==> config.mk <==
export PLATFORM = sky130hd
export DESIGN_NAME = dz_scan_driver
export DESIGN_NICKNAME = d
export VERILOG_FILES = /design/src/rtl/dz_scan_driver.sv
export SDC_FILE = /design/constraint.sdc
export NUM_CORES = 1
export LEC_CHECK = 0
export BUFFER_PORTS_ARGS = -buffer_cell sky130_fd_sc_hd__buf_2
export CAP_MARGIN = 20
export CELL_PAD_IN_SITES_DETAIL_PLACEMENT = 0
export CELL_PAD_IN_SITES_GLOBAL_PLACEMENT = 1
export CORE_AREA = 2 2 64 127
export DETAILED_ROUTE_END_ITERATION = 16
export DIE_AREA = 0 0 66 129
export PLACE_DENSITY_LB_ADDON = 0.1
export REMOVE_ABC_BUFFERS = 1
export SYNTH_ARGS = -nofsm -noshare
export SYNTH_HDL_FRONTEND = slang
export SYNTH_SLANG_ARGS = --single-unit
==> constraint.sdc <==
create_clock -name clk -period 4.1 [get_ports clk]
set_input_delay 0.41 -clock clk [delete_from_list [all_inputs] [get_ports clk]]
set_output_delay 0.41 -clock clk [all_outputs]
set_load 0.1 [all_outputs]
==> src/rtl/dz_scan_driver.sv <==
// dz_scan_driver
// Bicolour 8x8 dot-matrix driver. It latches a decimal digit and a colour,
// scans the matrix one row at a time, and drives the red and green column
// buses for the row that is currently selected.
// A new digit or colour is taken only at a frame boundary, so a frame is
// never drawn with two different digits.
//
// Ports
//   clk         system clock
//   rst_n       asynchronous active-low reset
//   num_valid   one-cycle strobe; num and color are sampled while it is high
//   num[3:0]    digit 0-9; values 10-15 show a blank glyph
//   color[1:0]  00 off, 01 red, 10 green, 11 yellow
//   blink_en    level input; blinks the lit pixels
//   row[7:0]    row select, bit i = row i
//   colr[7:0]   red column data, bit 7 = leftmost column
//   colg[7:0]   green column data
//   frame_start one-cycle pulse when row 0 becomes active
module dz_scan_driver #(
  parameter int SCAN_DIV       = 1000,
  parameter int BLINK_FRAMES   = 64,
  parameter bit ROW_ACTIVE_LOW = 1'b1,
  parameter bit COL_ACTIVE_LOW = 1'b0
) (
  input  logic       clk,
  input  logic       rst_n,
  input  logic       num_valid,
  input  logic [3:0] num,
  input  logic [1:0] color,
  input  logic       blink_en,
  output logic [7:0] row,
  output logic [7:0] colr,
  output logic [7:0] colg,
  output logic       frame_start
);

  localparam int DIV_W = (SCAN_DIV > 1) ? $clog2(SCAN_DIV) : 1;
  localparam int FRM_W = (BLINK_FRAMES > 1) ? $clog2(BLINK_FRAMES) : 1;
  localparam logic [DIV_W-1:0] DIV_LAST = DIV_W'(SCAN_DIV - 1);
  localparam logic [FRM_W-1:0] FRM_LAST = FRM_W'(BLINK_FRAMES - 1);
  localparam logic [7:0] ROW_IDLE = ROW_ACTIVE_LOW ? 8'hFF : 8'h00;
  localparam logic [7:0] COL_IDLE = COL_ACTIVE_LOW ? 8'hFF : 8'h00;

  // 8x8 digit font. Each row is one byte, row 0 is the top byte and bit 7 is
  // the leftmost column.
  function automatic logic [7:0] font_row(input logic [3:0] digit,
                                          input logic [2:0] r);
    logic [63:0] g;
    logic [63:0] sh;
    case (digit)
      4'd0:    g = 64'h003C666E7666663C;
      4'd1:    g = 64'h001838181818187E;
      4'd2:    g = 64'h003C66060C30607E;
      4'd3:    g = 64'h003C66061C06663C;
      4'd4:    g = 64'h000C1C2C4C7E0C0C;
      4'd5:    g = 64'h007E607C0606663C;
      4'd6:    g = 64'h003C607C6666663C;
      4'd7:    g = 64'h007E060C18303030;
      4'd8:    g = 64'h003C66663C66663C;
      4'd9:    g = 64'h003C66663E060C38;
      default: g = 64'h0;
    endcase
    sh = g << {r, 3'b000};
    return sh[63:56];
  endfunction

  function automatic logic [7:0] col_pol(input logic [7:0] lit);
    return COL_ACTIVE_LOW ? ~lit : lit;
  endfunction

  logic [DIV_W-1:0] div_cnt_q, div_cnt_d;
  logic [2:0]       row_idx_q, row_idx_d;
  logic [3:0]       act_num_q, act_num_d;
  logic [1:0]       act_col_q, act_col_d;
  logic [3:0]       pend_num_q, pend_num_d;
  logic [1:0]       pend_col_q, pend_col_d;
  logic             pend_vld_q, pend_vld_d;
  logic [FRM_W-1:0] frm_cnt_q, frm_cnt_d;
  logic             blink_on_q, blink_on_d;
  logic [7:0]       row_q, row_d;
  logic [7:0]       colr_q, colr_d;
  logic [7:0]       colg_q, colg_d;
  logic             frame_start_q, frame_start_d;

  logic       tick;
  logic       boundary;
  logic [7:0] glyph;
  logic [7:0] lit_r;
  logic [7:0] lit_g;
  logic [7:0] onehot;

  always_comb begin
    tick     = (div_cnt_q == DIV_LAST);
    boundary = tick && (row_idx_q == 3'd7);

    div_cnt_d = tick ? '0 : div_cnt_q + DIV_W'(1);
    row_idx_d = tick ? row_idx_q + 3'd1 : row_idx_q;

    // A strobe on the boundary cycle itself goes straight to the active
    // digit; on any other cycle it waits in the pending register.
    act_num_d  = act_num_q;
    act_col_d  = act_col_q;
    pend_num_d = pend_num_q;
    pend_col_d = pend_col_q;
    pend_vld_d = pend_vld_q;
    if (boundary) begin
      if (num_valid) begin
        act_num_d  = num;
        act_col_d  = color;
        pend_vld_d = 1'b0;
      end else if (pend_vld_q) begin
        act_num_d  = pend_num_q;
        act_col_d  = pend_col_q;
        pend_vld_d = 1'b0;
      end
    end else if (num_valid) begin
      pend_num_d = num;
      pend_col_d = color;
      pend_vld_d = 1'b1;
    end

    frm_cnt_d  = frm_cnt_q;
    blink_on_d = blink_on_q;
    if (!blink_en) begin
      frm_cnt_d  = '0;
      blink_on_d = 1'b1;
    end else if (boundary) begin
      if (frm_cnt_q == FRM_LAST) begin
        frm_cnt_d  = '0;
        blink_on_d = ~blink_on_q;
      end else begin
        frm_cnt_d = frm_cnt_q + FRM_W'(1);
      end
    end

    // Outputs are built from the next-state values so that the row, its
    // pixels and the blink phase all change together on the tick edge.
    glyph  = font_row(act_num_d, row_idx_d);
    lit_r  = act_col_d[0] ? glyph : 8'h00;
    lit_g  = act_col_d[1] ? glyph : 8'h00;
    if (blink_en && !blink_on_d) begin
      lit_r = 8'h00;
      lit_g = 8'h00;
    end
    onehot = 8'h01 << row_idx_d;

    row_d  = row_q;
    colr_d = colr_q;
    colg_d = colg_q;
    if (tick) begin
      row_d  = ROW_ACTIVE_LOW ? ~onehot : onehot;
      colr_d = col_pol(lit_r);
      colg_d = col_pol(lit_g);
    end
    frame_start_d = boundary;
  end

  always_ff @(posedge clk or negedge rst_n) begin
    if (!rst_n) begin
      div_cnt_q     <= '0;
      row_idx_q     <= 3'd7;
      act_num_q     <= 4'd0;
      act_col_q     <= 2'b00;
      pend_vld_q    <= 1'b0;
      frm_cnt_q     <= '0;
      blink_on_q    <= 1'b1;
      row_q         <= ROW_IDLE;
      colr_q        <= COL_IDLE;
      colg_q        <= COL_IDLE;
      frame_start_q <= 1'b0;
    end else begin
      div_cnt_q     <= div_cnt_d;
      row_idx_q     <= row_idx_d;
      act_num_q     <= act_num_d;
      act_col_q     <= act_col_d;
      pend_vld_q    <= pend_vld_d;
      frm_cnt_q     <= frm_cnt_d;
      blink_on_q    <= blink_on_d;
      row_q         <= row_d;
      colr_q        <= colr_d;
      colg_q        <= colg_d;
      frame_start_q <= frame_start_d;
    end
  end

  // Pending payload is only meaningful while pend_vld_q is set.
  always_ff @(posedge clk) begin
    pend_num_q <= pend_num_d;
    pend_col_q <= pend_col_d;
  end

  assign row         = row_q;
  assign colr        = colr_q;
  assign colg        = colg_q;
  assign frame_start = frame_start_q;

endmodule

### Yosys cells after proc, flatten, opt, wreduce, memory -nomap -nowiden

Memory sizes are Yosys's and may differ from the RTL's.
Index checks and enable logic that the tools add are counted.

* bits in registers: 58
* ROM bits: 672
* bits of input ports: 10
* output and inout bits: 25
* word-level logic and storage cells: 51
* memories: 1

* add/subtract/negate cells: 3
* equal/unequal tests: 4
* shifts and indexed selects: 2
* mux-type cells: 20
* bitwise operators: 3
* reductions and logical operators: 5

Memories
* (no name shown): depth 16, bits a word 42, rd ports 1, clocked after memory_dff 0, write ports 0, RTL line 50 `case (digit)`

Operators with widths (count)
* 64-bit by 6-bit left shift with 64-bit output: 1
* 8-bit 2-to-1 mux: 4
* 6-bit 2-to-1 mux: 3
* 4-bit 2-to-1 mux: 3
* 10-bit by 1-bit adder with 10-bit output, second input constant: 1
* 10-bit == test, second input constant: 1
* 10-bit 2-to-1 mux: 1
* 8-bit NOT: 1
* 1-bit by 3-bit left shift with 8-bit output, first input constant: 1
* 6-bit by 1-bit adder with 6-bit output, second input constant: 1
* 6-bit == test, second input constant: 1
* 2-bit 2-to-1 mux: 3
* 1-bit 2-to-1 mux: 5
* 3-bit by 1-bit adder with 3-bit output, second input constant: 1
* 3-bit == test, second input constant: 1
* 3-bit 2-to-1 mux: 1
* 1-bit logical AND: 2
* 2-bit by 1-bit != test with 1-bit output, second input constant: 1
* 1-bit NOT: 2
* 2-bit AND reduction: 1
* 2-bit nonzero test: 1
* 1-bit zero test: 1

### Logic depth before layout (Yosys ltp)

Gate-level depths: netlist (run 1).

* depth in word-level cells: 7
* gate-level depth with buffers: 15
* gate-level depth less buffers: 14

### Worst setup path after synthesis (run 1)

OpenSTA, ideal clock, no wires.

* kind: register -> register
* start: reg row_idx_q[1]
* end: reg colr_q[4] (netlist: colr[4])
* setup time: 0.123 ns
* arrival time: 3.288 ns
* data required time: 3.977 ns
* path slack: 0.689 ns
* stages on the path, launching flop included: 15
* buffers on the path: 1
* period minus slack after synthesis: 3.411 ns
* cell sequence: dfstp_2 ha_1 ha_1 nand4_1 or3_4 inv_2 mux2i_2 ha_1 clkbuf_1 inv_1 nor2_1 a21oi_1 o21ai_0 a311o_1 a32o_1

* word-level cells in the longest chain between the ends: 7
* elaborated cells between the ends (all ways): 14
* classes of those cells: add/sub: 1; eq/ne: 1; shift: 1; mux: 7; reduce/logical: 3; memory: 1

Ends and longest elaborated chain
* start, declared: RTL line 72 `logic [2:0] row_idx_q, row_idx_d;`
* start signal, assigned: RTL line 173 `row_idx_q <= row_idx_d;`
* 3-bit == test: RTL line 94 `boundary = tick && (row_idx_q == 3'd7);`
* 1-bit logical AND: RTL line 94
* 4-bit 2-to-1 mux or 1-bit 2-to-1 mux (tied branches): RTL line 106, 127
* memory 16 x 42 bit or 1-bit 2-to-1 mux (tied branches)
* 64-bit by 6-bit left shift with 64-bit output or 1-bit zero test (tied branches): RTL line 63, 141
* 8-bit 2-to-1 mux or 1-bit logical AND (tied branches): RTL line 139, 141
* 8-bit 2-to-1 mux (*): RTL line 141 `if (blink_en && !blink_on_d) begin`
* end signal, assigned: RTL line 180 `colr_q <= colr_d;`
* end, declared: RTL line 81 `logic [7:0] colr_q, colr_d;`

Every way passes the cells marked *; elsewhere a longest branch is shown, timed or not.
A chain may end at the register's enable or synchronous reset.

### Worst setup path after layout (run 1)

* start: reg row_idx_q[0]
* end: reg colg_q[2] (netlist: colg[2])

* word-level cells in the longest chain between the ends: 7
* elaborated cells between the ends (all ways): 14
* classes of those cells: add/sub: 1; eq/ne: 1; shift: 1; mux: 7; reduce/logical: 3; memory: 1

Ends and longest elaborated chain
* 3-bit == test: RTL line 94
* 1-bit logical AND: RTL line 94
* 4-bit 2-to-1 mux or 1-bit 2-to-1 mux (tied branches): RTL line 106, 127
* memory 16 x 42 bit or 1-bit 2-to-1 mux (tied branches)
* 64-bit by 6-bit left shift with 64-bit output or 1-bit zero test (tied branches): RTL line 63, 141
* 8-bit 2-to-1 mux or 1-bit logical AND (tied branches): RTL line 140, 141
* 8-bit 2-to-1 mux (*): RTL line 141
* end signal, assigned: RTL line 181 `colg_q <= colg_d;`
* end, declared: RTL line 82 `logic [7:0] colg_q, colg_d;`

Marked as above.

==> out/qor.txt, run 1 <==
status - completed
die height - 129 um
hold_buf cts - 0
Period minus WS final - 3824 ps
1st-iter DRT viols - 227
IO Pins - 35
CTS tree - yes
setup violators final - 0
share of cells above drive strength 1 - 0.2060
Post-Syn Area - 3390 um2
Synth top cells by count - 39 x nand2_1, 36 x dfrtp_1, 32 x nor2_1, 21 x a21oi_1, 18 x o21ai_0
grt total ovfl - 0
clock sink count - 54
Initial Utilization - 0.4493
Fin. Hold Viols - 0
Final Worst Setup Slack - 276.4 ps
R2R cell count - 13
Most used DFF post-synth - dfrtp_1
family with the most delay on the worst path - compound AO/OA/AOI/OAI gates
hold crit path type - input pin to asynchronous set/reset pin
Slew @ Worst Pin - 738.4 ps
RSZ-0062 raised after global routing - false
PnR Total Power - 0.001064 W
Clock Skew - 5.378 ps
crit-path cells - ha_1 -> ha_1 -> nand4_1 -> or3_4 -> inv_2 -> mux2i_2 -> buf_4 -> ha_1 -> nand2_1 -> a311oi_1 -> a31oi_1 -> o221ai_1 -> o21ai_1
area of the multi-input gates - 1815 um2
metal1 wirelength - 3630 um
CP Capture Type - flop
Vias/cell - 6.030
DR DRC count - 0
area leader, netlist - dfrtp_1
Finished Layout Cells - 492
initial antenna violation count - 0
Total Wirelength - 9372 um
fin crit share - 0.9326
CORE AREA - 7545 um2
pin count of the biggest net entering global routing - 49
Post-DP HPWL - 6969 um
Worst VDD drop - 0.1400 mV
final core utilization - 0.5056
worst r2r src - row_idx_q[0]
Syn Area/Cell - 9.236 um2
register area - 1396 um2
Peak Freq - 0.2615 GHz
Critical Path Start Type - flop
die width - 66 um
static leakage - 1.690 nW
final slew viol count - 0
cell mode on critical path - ha_1
Buf+Inv Stages, Crit Path - 2
H-tree levels - 2
dpl ws - 126.6 ps
Worst Path Arrival - 3990 ps
kind of critical path - flop to flop
# fillers - 753
Synth top area share - 0.2658
Root Buffer Master - clkbuf_16
global-route wire length before repair - 14,980 um
largest fanout on the critical path - 12
slowest cell delay on critical path - 640 ps
nets@finish - 419
Yosys cell types - 67
die area - 8514 um2
mean routed wirelength per cell - 19.05 um
Post-synth EDFFs - 6
slowest stage cell on the critical path - dfstp_2
GP Congestion - 0.9317
most common cell in the synthesized netlist - nand2_1
Gate Count Post-Synth - 367
clock latency at the later pin of the worst-skew pair - 290 ps
Vias - 2,967
synth warn - 0
# rows - 45
dpl cells - 483
Worst-path clk slew - 70 ps
CP Data Required Time - 4260 ps
vias in the first global route - 2,928
clk buf depth - 2
r2r endpoint - colg[2]
PD cells - 278.8 nW/um2
Port Buffer Count - 30
highest routed layer - met4
reg2reg setup slack - 280 ps
n_diodes - 0
Tot GR Track Use - 0.2307
Max-cap violations - 0
WL met3 - 282 um
Post-synth ARST share - 0.8889
part of the Yosys area used for sequential elements - 0.4120
dominant cells by area after synthesis - dfrtp_1 27%, dfstp_2 9.3%, edfxtp_1 5.3%, ha_1 4.4%, nand2_1 4.3%
Synth Register Bits - 54
ANT nets after route - 0
Layout area overhead - 12.55%
Fin Setup TNS - 0 ps
1st-pass router iterations - 5
Num CTS Buffers - 5
relative slew slack - 0.5077
routed wl met2 - 5087 um
[worst reg2reg max path, stage by stage (launching register included)]
cell,delay (ps)
dfstp_2,640
ha_1,180
ha_1,180
nand4_1,160
or3_4,450
inv_2,190
mux2i_2,300
buf_4,240
ha_1,250
nand2_1,110
a311oi_1,440
a31oi_1,90
o221ai_1,350
o21ai_1,140
[layout make-up]
class                      count  share of cell area
tap                           94             0.03083
inverter                      16             0.01574
sequential                    54              0.3660
timing repair buffer          45             0.07543
multi-input combinational    275              0.4759
clock inverter                 2            0.002296
clock buffer                   6             0.03378
[cells by family (layout without fill, tap and decap cells)]
group,after synthesis,in the layout,synth area share
XOR/XNOR,10,10,0.02584
adder cells (fa/ha/maj),12,12,0.04430
AO/OA/AOI/OAI,108,108,0.2270
buffers and inverters,41,69,0.05759
multiplexers,12,12,0.03691
AND/OR/NAND/NOR,129,129,0.1953
other,1,4,0.001106
flip-flops,54,54,0.4120
[per-stage QoR]
step,hold slack (ps),area [um2]
6_report,33.15,3815
5_1_grt,56.44,3815
4_1_cts,301.4,3789
3_5_place_dp,482.9,3651
3_3_place_gp,469.5,3651
2_1_floorplan,114.4,3266
[flip-flops by register name, summed over array words and instances (netlist names)]
| name | count |
|---|---|
| row | 8 |
| pend_vld_q | 1 |
| blink_on_q | 1 |
| colr | 6 |
| act_num_q | 4 |
| pend_col_q | 2 |
| frm_cnt_q | 6 |
| row_idx_q | 3 |
| act_col_q | 2 |
| frame_start | 1 |
| div_cnt_q | 10 |
| pend_num_q | 4 |
| colg | 6 |
[worst max-delay path by stage]
stage / startpoint / endpoint / slack, ps / depth (start not counted)
final: row_idx_q[0] / colg[2] / 280 / 13
after global routing: row_idx_q[0] / colg[2] / 60 / 14
after CTS: row_idx_q[0] / colr[3] / 90 / 14
after detailed placement: row_idx_q[0] / colr[3] / 130 / 14
after global placement: row_idx_q[0] / colr[3] / 140 / 14
after floorplan: row_idx_q[0] / colr[3] / 140 / 12
[cell usage in the layout, fill, tap and decap left out, types with 3 or more instances in the layout]
cell       Yosys  layout
a21oi_1       21      21
a22o_1         6       6
a31oi_1        8       8
a32o_1         3       3
and2_1         6       6
and3_1         5       5
buf_2          6      30
buf_4          5      13
clkbuf_16      0       5
conb_1         1       4
dfrtp_1       36      36
dfstp_2       12      12
edfxtp_1       6       6
ha_1          12      12
inv_1         10      10
inv_2          6       6
mux2i_1       10      10
nand2_1       39      39
nand3_1       14      14
nand4_1        3       3
nor2_1        32      32
nor2b_1        5       5
nor3_1         7       7
nor4_1         6       6
o211ai_1       4       4
o21ai_0       18      18
o21ai_1        9       9
o221ai_1       4       4
o22a_1         3       3
o22ai_1        3       3
o31ai_1        3       3
xnor2_1        6       6
xor2_1         4       4
[report_power, final]
group	total [W]	internal (W)	switching, W
Combinational	0.0000983	0.0000296	0.0000686
Clock	0.000414	0.000224	0.000190
Sequential	0.000551	0.000548	0.00000290
Total	0.00106	0.000802	0.000262
[metal layers]
metal	vias to the layer above	GRT usage
li1	1401	-
met1	1450	0.2646
met2	91	0.4130
met3	25	0.02710
met4	0	0.1140
met5	-	0
[what timing repair did]
action                     4_1_cts  5_1_grt
hold endpoints to repair         0        0
gates resized for setup          0        2
buffers inserted                 0        0
setup endpoints to repair        0        2
(Power assumes the default switching activity.)
==> run 2, diff against run 1 <==
Settings changed: CORE_AREA 2 2 64 127 to 2 2 68 119, DIE_AREA 0 0 66 129 to 0 0 70 121.
==> run 2 against run 1 <==
Net effect:
- highest routed layer unchanged
- largest cell class unchanged
- critical path type unchanged
- register-to-register slack barely moved
- largest power group unchanged
- die area fell by 0.52%
- maximum frequency barely moved
==> out/qor.txt, run 2 (synthesized netlist as in run 1, its figures left out) <==
Period minus WS final - 3826 ps (+2.394 ps)
share of cells above drive strength 1 - 0.2025 (-0.003499)
setup violators final - 0 (unchanged)
Worst-path clk slew - 70 ps (about the same)
# fillers - 746 (-0.93%)
clock sink count - 54 (unchanged)
max reg flops - 10 (unchanged)
GP Congestion - 0.9836 (+5.6%)
status - completed
global-route wire length before repair - 14,850 um (-0.87%)
clock latency at the later pin of the worst-skew pair - 300 ps (about the same)
die height - 121 um (-6.2%)
n_diodes - 0 (unchanged)
Vias/cell - 6.043 (+0.22%)
largest fanout on the critical path - 12 (unchanged)
mean routed wirelength per cell - 18.86 um (-1.0%)
initial antenna violation count - 0 (unchanged)
Port Buffer Count - 30 (unchanged)
grt total ovfl - 0 (unchanged)
Critical Path Start Type - flop
Worst Setup EP - colr[5]
Clock Skew - 6.630 ps (+1.252 ps)
Worst Setup SP - row_idx_q[0]
CTS tree - yes
Min Hold Slack - 209.2 ps (+176.1 ps)
Worst Path Arrival - 4050 ps (+60 ps)
vias in the first global route - 2,867 (-2.1%)
Num CTS Buffers - 5 (unchanged)
Root Buffer Master - clkbuf_16
nets@finish - 416 (-0.72%)
# rows - 42 (-6.7%)
final slew viol count - 0 (unchanged)
commonest non-fill, non-tap cell in the layout - nand2_1
H-tree levels - 2 (unchanged)
Layout area overhead - 11.59%
CP Capture Type - flop
Post-CTS Setup Inserts - 0 (unchanged)
relative slew slack - 0.5410 (+0.03330)
PnR Total Power - 0.001122 W (+5.5%)
die width - 70 um (+6.1%)
Worst VDD drop - 0.1957 mV (+40%)
Fin. Hold Viols - 0 (unchanged)
Biggest register - div_cnt_q
Total Wirelength - 9107 um (-2.8%)
CP Data Required Time - 4330 ps (+70 ps)
Initial Utilization - 0.4542 (+0.004972)
Peak Freq - 0.2614 GHz (about the same)
1st-pass router iterations - 4 (-1)
fin crit share - 0.9332 (about the same)
die area - 8470 um2 (-0.52%)
commonest cells after routing, fill and taps aside - 39 x nand2_1, 36 x dfrtp_1, 32 x nor2_1
r2r endpoint - colr[5]
pin count of the biggest net entering global routing - 49 (unchanged)
Max-cap violations - 0 (unchanged)
Slew @ Worst Pin - 683.9 ps (-54.53 ps)
ANT nets after route - 0 (unchanged)
RSZ-0062 raised after global routing - false
Vias - 2,919 (-1.6%)
worst r2r src - row_idx_q[0]
Resized cells post-CTS - 0 (unchanged)
R2R cell count - 13 (unchanged)
PD cells - 296.6 nW/um2 (+6.4%)
reg2reg setup slack - 270 ps (about the same)
Post-DP HPWL - 6731 um (-3.4%)
Tot GR Track Use - 0.2246 (-0.006107)
1st-iter DRT viols - 175 (-23%)
DR DRC count - 0 (unchanged)
static leakage - 1.679 nW (-0.65%)
hold crit path type - input pin to asynchronous set/reset pin
clk buf depth - 2 (unchanged)
IO Pins - 35 (unchanged)
CORE AREA - 7462 um2 (-1.1%)
Fin Setup TNS - 0 ps (unchanged)
hold_buf cts - 0 (unchanged)
kind of critical path - flop to flop
run 2: routing by layer:
layer,wire (um),GRT usage,vias to the layer above
li1,-,-,1390
met1,3550,0.2625,1409
met2,4775,0.3905,92
met3,321,0.02409,28
met4,460,0.1358,0
met5,0,0,-
run 2: worst min path at each step:
stage / end / slack (ps)
CTS: div_cnt_q[4] / 240
detailed placement: div_cnt_q[0] / 470
finish: div_cnt_q[4] / 210
global route: div_cnt_q[4] / 290
floorplan: act_col_q[0] / 110
global placement: div_cnt_q[0] / 470
run 2: stage by stage:
step / setup slack, ps / std cells / area (um2) / utilization
after floorplan: 143.5 / 345 / 3266 / -
after global placement: 347.2 / 475 / 3616 / 0.4846
after detailed placement: 305.8 / 475 / 3616 / 0.4846
after CTS: 259.8 / 483 / 3781 / 0.5067
after global routing: 8.575 / 483 / 3782 / 0.5069
final: 274.0 / 483 / 3782 / 0.5069
run 2: worst max-delay path, stage by stage, from the launching register on:
cell and delay (ps):
dfstp_2 640, ha_1 190, ha_1 190, nand4_1 160, or3_4 450, inv_2 250
mux2i_2 290, buf_4 210, inv_2 90, ha_1 260, o2111a_1 280, o32a_1 350
o22ai_1 220, a22o_1 170
run 2: layout make-up:
| cell class | count | area (um2) | share of cell area |
|---|---|---|---|
| multi-input combinational | 275 | 1810 | 0.4787 |
| sequential | 54 | 1396 | 0.3692 |
| timing repair buffer | 42 | 240.2 | 0.06351 |
| clock buffer | 5 | 125.1 | 0.03308 |
| tap | 88 | 110.1 | 0.02911 |
| inverter | 16 | 60.06 | 0.01588 |
| clock inverter | 3 | 40.04 | 0.01059 |
run 2: where the power goes:
part           internal [W]  leakage (nW)  switching (W)
combinational     0.0000264         0.966      0.0000667
clock              0.000286        0.0836       0.000192
sequential         0.000548         0.629     0.00000253
total              0.000861          1.68       0.000261
==> run 3, diff against run 2 <==
Settings changed: RECOVER_POWER set to 50.
==> run 3 against run 2 <==
Net effect:
- the run now ends with max-capacitance violations, max-slew violations left
- die area unchanged
- sequential power about the same
- utilization decreased by 0.29 points
- clock skew about the same
- hold slack improved by 120 ps
- clock power about the same
- count of clock-buffer cells in the layout unchanged
- total power about the same
- cell area decreased by 0.56%
- combinational power decreased by 1%
- via count decreased by 0.92%
- maximum frequency increased by 0.11%
- critical endpoint unchanged
- largest power group unchanged
- highest routed layer unchanged
==> out/qor.txt, run 3 (synthesized netlist as in run 1, its figures left out) <==
final slew viol count - 49 (+49)
Port Buffer Count - 30 (unchanged)
relative slew slack - -0.7512 (-1.292)
1st-iter DRT viols - 169 (-3.4%)
initial antenna violation count - 0 (unchanged)
setup violators final - 0 (unchanged)
cell mode on critical path - ha_1
Clock Skew - 6.856 ps (+0.2265 ps)
# rows - 42 (unchanged)
IO Pins - 35 (unchanged)
nets@finish - 416 (unchanged)
Post-CTS Setup Inserts - 0 (unchanged)
ANT nets after route - 0 (unchanged)
1st-pass router iterations - 4 (unchanged)
Layout area overhead - 10.96%
Worst Path Arrival - 4050 ps (about the same)
Vias - 2,892 (-0.92%)
global-route wire length before repair - 14,850 um (unchanged)
kind of critical path - flop to flop
Num CTS Buffers - 5 (unchanged)
dpl ws - 305.8 ps (unchanged)
Tot GR Track Use - 0.2246 (unchanged)
Worst-path clk slew - 70 ps (about the same)
mean routed wirelength per cell - 18.85 um (about the same)
hold crit path type - input pin to flop
Initial Utilization - 0.4542 (unchanged)
share of cells above drive strength 1 - 0.1646 (-0.03797)
CP Capture Type - flop
status - finished, violations left
hold_buf cts - 0 (unchanged)
die area - 8470 um2 (unchanged)
Period minus WS final - 3822 ps (-4.066 ps)
family with the most delay on the worst path - compound AO/OA/AOI/OAI gates
Biggest register - div_cnt_q
CP Data Required Time - 4330 ps (about the same)
violated checks - max-capacitance violations, max-slew violations
Max-cap violations - 1 (+1)
crit-path cells - ha_1 -> ha_1 -> nand4_1 -> or3_4 -> inv_2 -> mux2i_2 -> buf_4 -> inv_2 -> ha_1 -> o2111a_1 -> o32a_1 -> o22ai_1 -> a22o_1
CTS tree - yes
max reg flops - 10 (unchanged)
PD cells - 298.1 nW/um2 (+0.52%)
Final Worst Setup Slack - 278.0 ps (+4.066 ps)
die width - 70 um (unchanged)
die height - 121 um (unchanged)
Fin Setup TNS - 0 ps (unchanged)
Total Wirelength - 9103 um (about the same)
PnR Total Power - 0.001121 W (about the same)
Fin. Hold Viols - 0 (unchanged)
slowest stage cell on the critical path - dfstp_2
DR DRC count - 0 (unchanged)
H-tree levels - 2 (unchanged)
Peak Freq - 0.2616 GHz (+0.11%)
placed cell area - 3616 um2 (unchanged)
slowest cell delay on critical path - 640 ps (about the same)
grt total ovfl - 0 (unchanged)
RSZ-0062 raised after global routing - false
commonest cells after routing, fill and taps aside - 39 x nand2_1, 36 x dfrtp_1, 32 x nor2_1
CORE AREA - 7462 um2 (unchanged)
GP Congestion - 0.9836 (unchanged)
Slew @ Worst Pin - 2627 ps (+1943 ps)
Vias/cell - 5.988 (-0.92%)
largest fanout on the critical path - 12 (unchanged)
clock sink count - 54 (unchanged)
fin crit share - 0.9322 (-0.0009917)
Post-DP HPWL - 6731 um (unchanged)
pin count of the biggest net entering global routing - 49 (unchanged)
Buf+Inv Stages, Crit Path - 3 (unchanged)
commonest non-fill, non-tap cell in the layout - nand2_1
clock latency at the later pin of the worst-skew pair - 300 ps (about the same)
clk buf depth - 2 (unchanged)
static leakage - 1.639 nW (-2.4%)
Worst VDD drop - 0.1958 mV (about the same)
post-route design area - 3761 um2 (-0.56%)
Root Buffer Master - clkbuf_16
vias in the first global route - 2,867 (unchanged)
n_diodes - 0 (unchanged)
Critical Path Start Type - flop
[run 3: cell count changes in the layout (fill, tap and decap cells not counted), sizes merged]
cell,previous run,this run
buf,42,27
clkbuf,5,20
[run 3: final timing paths]
path | startpoint | to | slack (ps) | depth (start not counted)
min in group asynchronous | rst_n | div_cnt_q[4] | 1030 | 2
min | num[2] | pend_num_q[2] | 330 | 1
max reg2reg | row_idx_q[0] | colr[5] | 280 | 13
max | row_idx_q[0] | colr[5] | 280 | 13
max in group asynchronous | rst_n | colg[6] | 1570 | 2
min reg2reg | div_cnt_q[0] | div_cnt_q[0] | 470 | 1
[run 3: layer usage]
metal,wire (um),track usage
met4,467,0.1358
met5,0,0
met3,269,0.02409
met2,4755,0.3905
met1,3611,0.2625
[run 3: final cells by class]
cell class	instances	area, um2
well taps	88	110.1
flip-flops and latches	54	1396
multi-input cells	275	1810
clock buffers	5	125.1
clock inverters	3	40.04
fillers	754	3701
repair buffers	42	219.0
inverters	16	60.06
[run 3: per-stage QoR]
step                      utilization  hold slack, ps  cells
after global placement         0.4846           465.9    475
after global routing           0.5040           343.2    483
after CTS                      0.5067           237.4    483
after floorplan                     -           114.4    345
final                          0.5040           328.5    483
after detailed placement       0.4846           468.7    475
[run 3: power by group]
part	total (W)	leakage (nW)	internal, W	switching, W
clock	0.000478	0.0836	0.000286	0.000192
combinational	0.0000922	0.926	0.0000251	0.0000671
sequential	0.000551	0.629	0.000548	0.00000261
[run 3: worst reg2reg max path: cells and delay by family (launching register included)]
kind            cells  cell delay [ps]
flops               1              640
compound gates      4             1020
fa+ha+maj           3              630
mux                 1              300
buf+inv             3              550
simple gates        2              610
[run 3: timing repair]
action	in CTS	in global routing
resized for setup	0	1
setup endpoints to repair	0	2
hold endpoints to repair	0	0
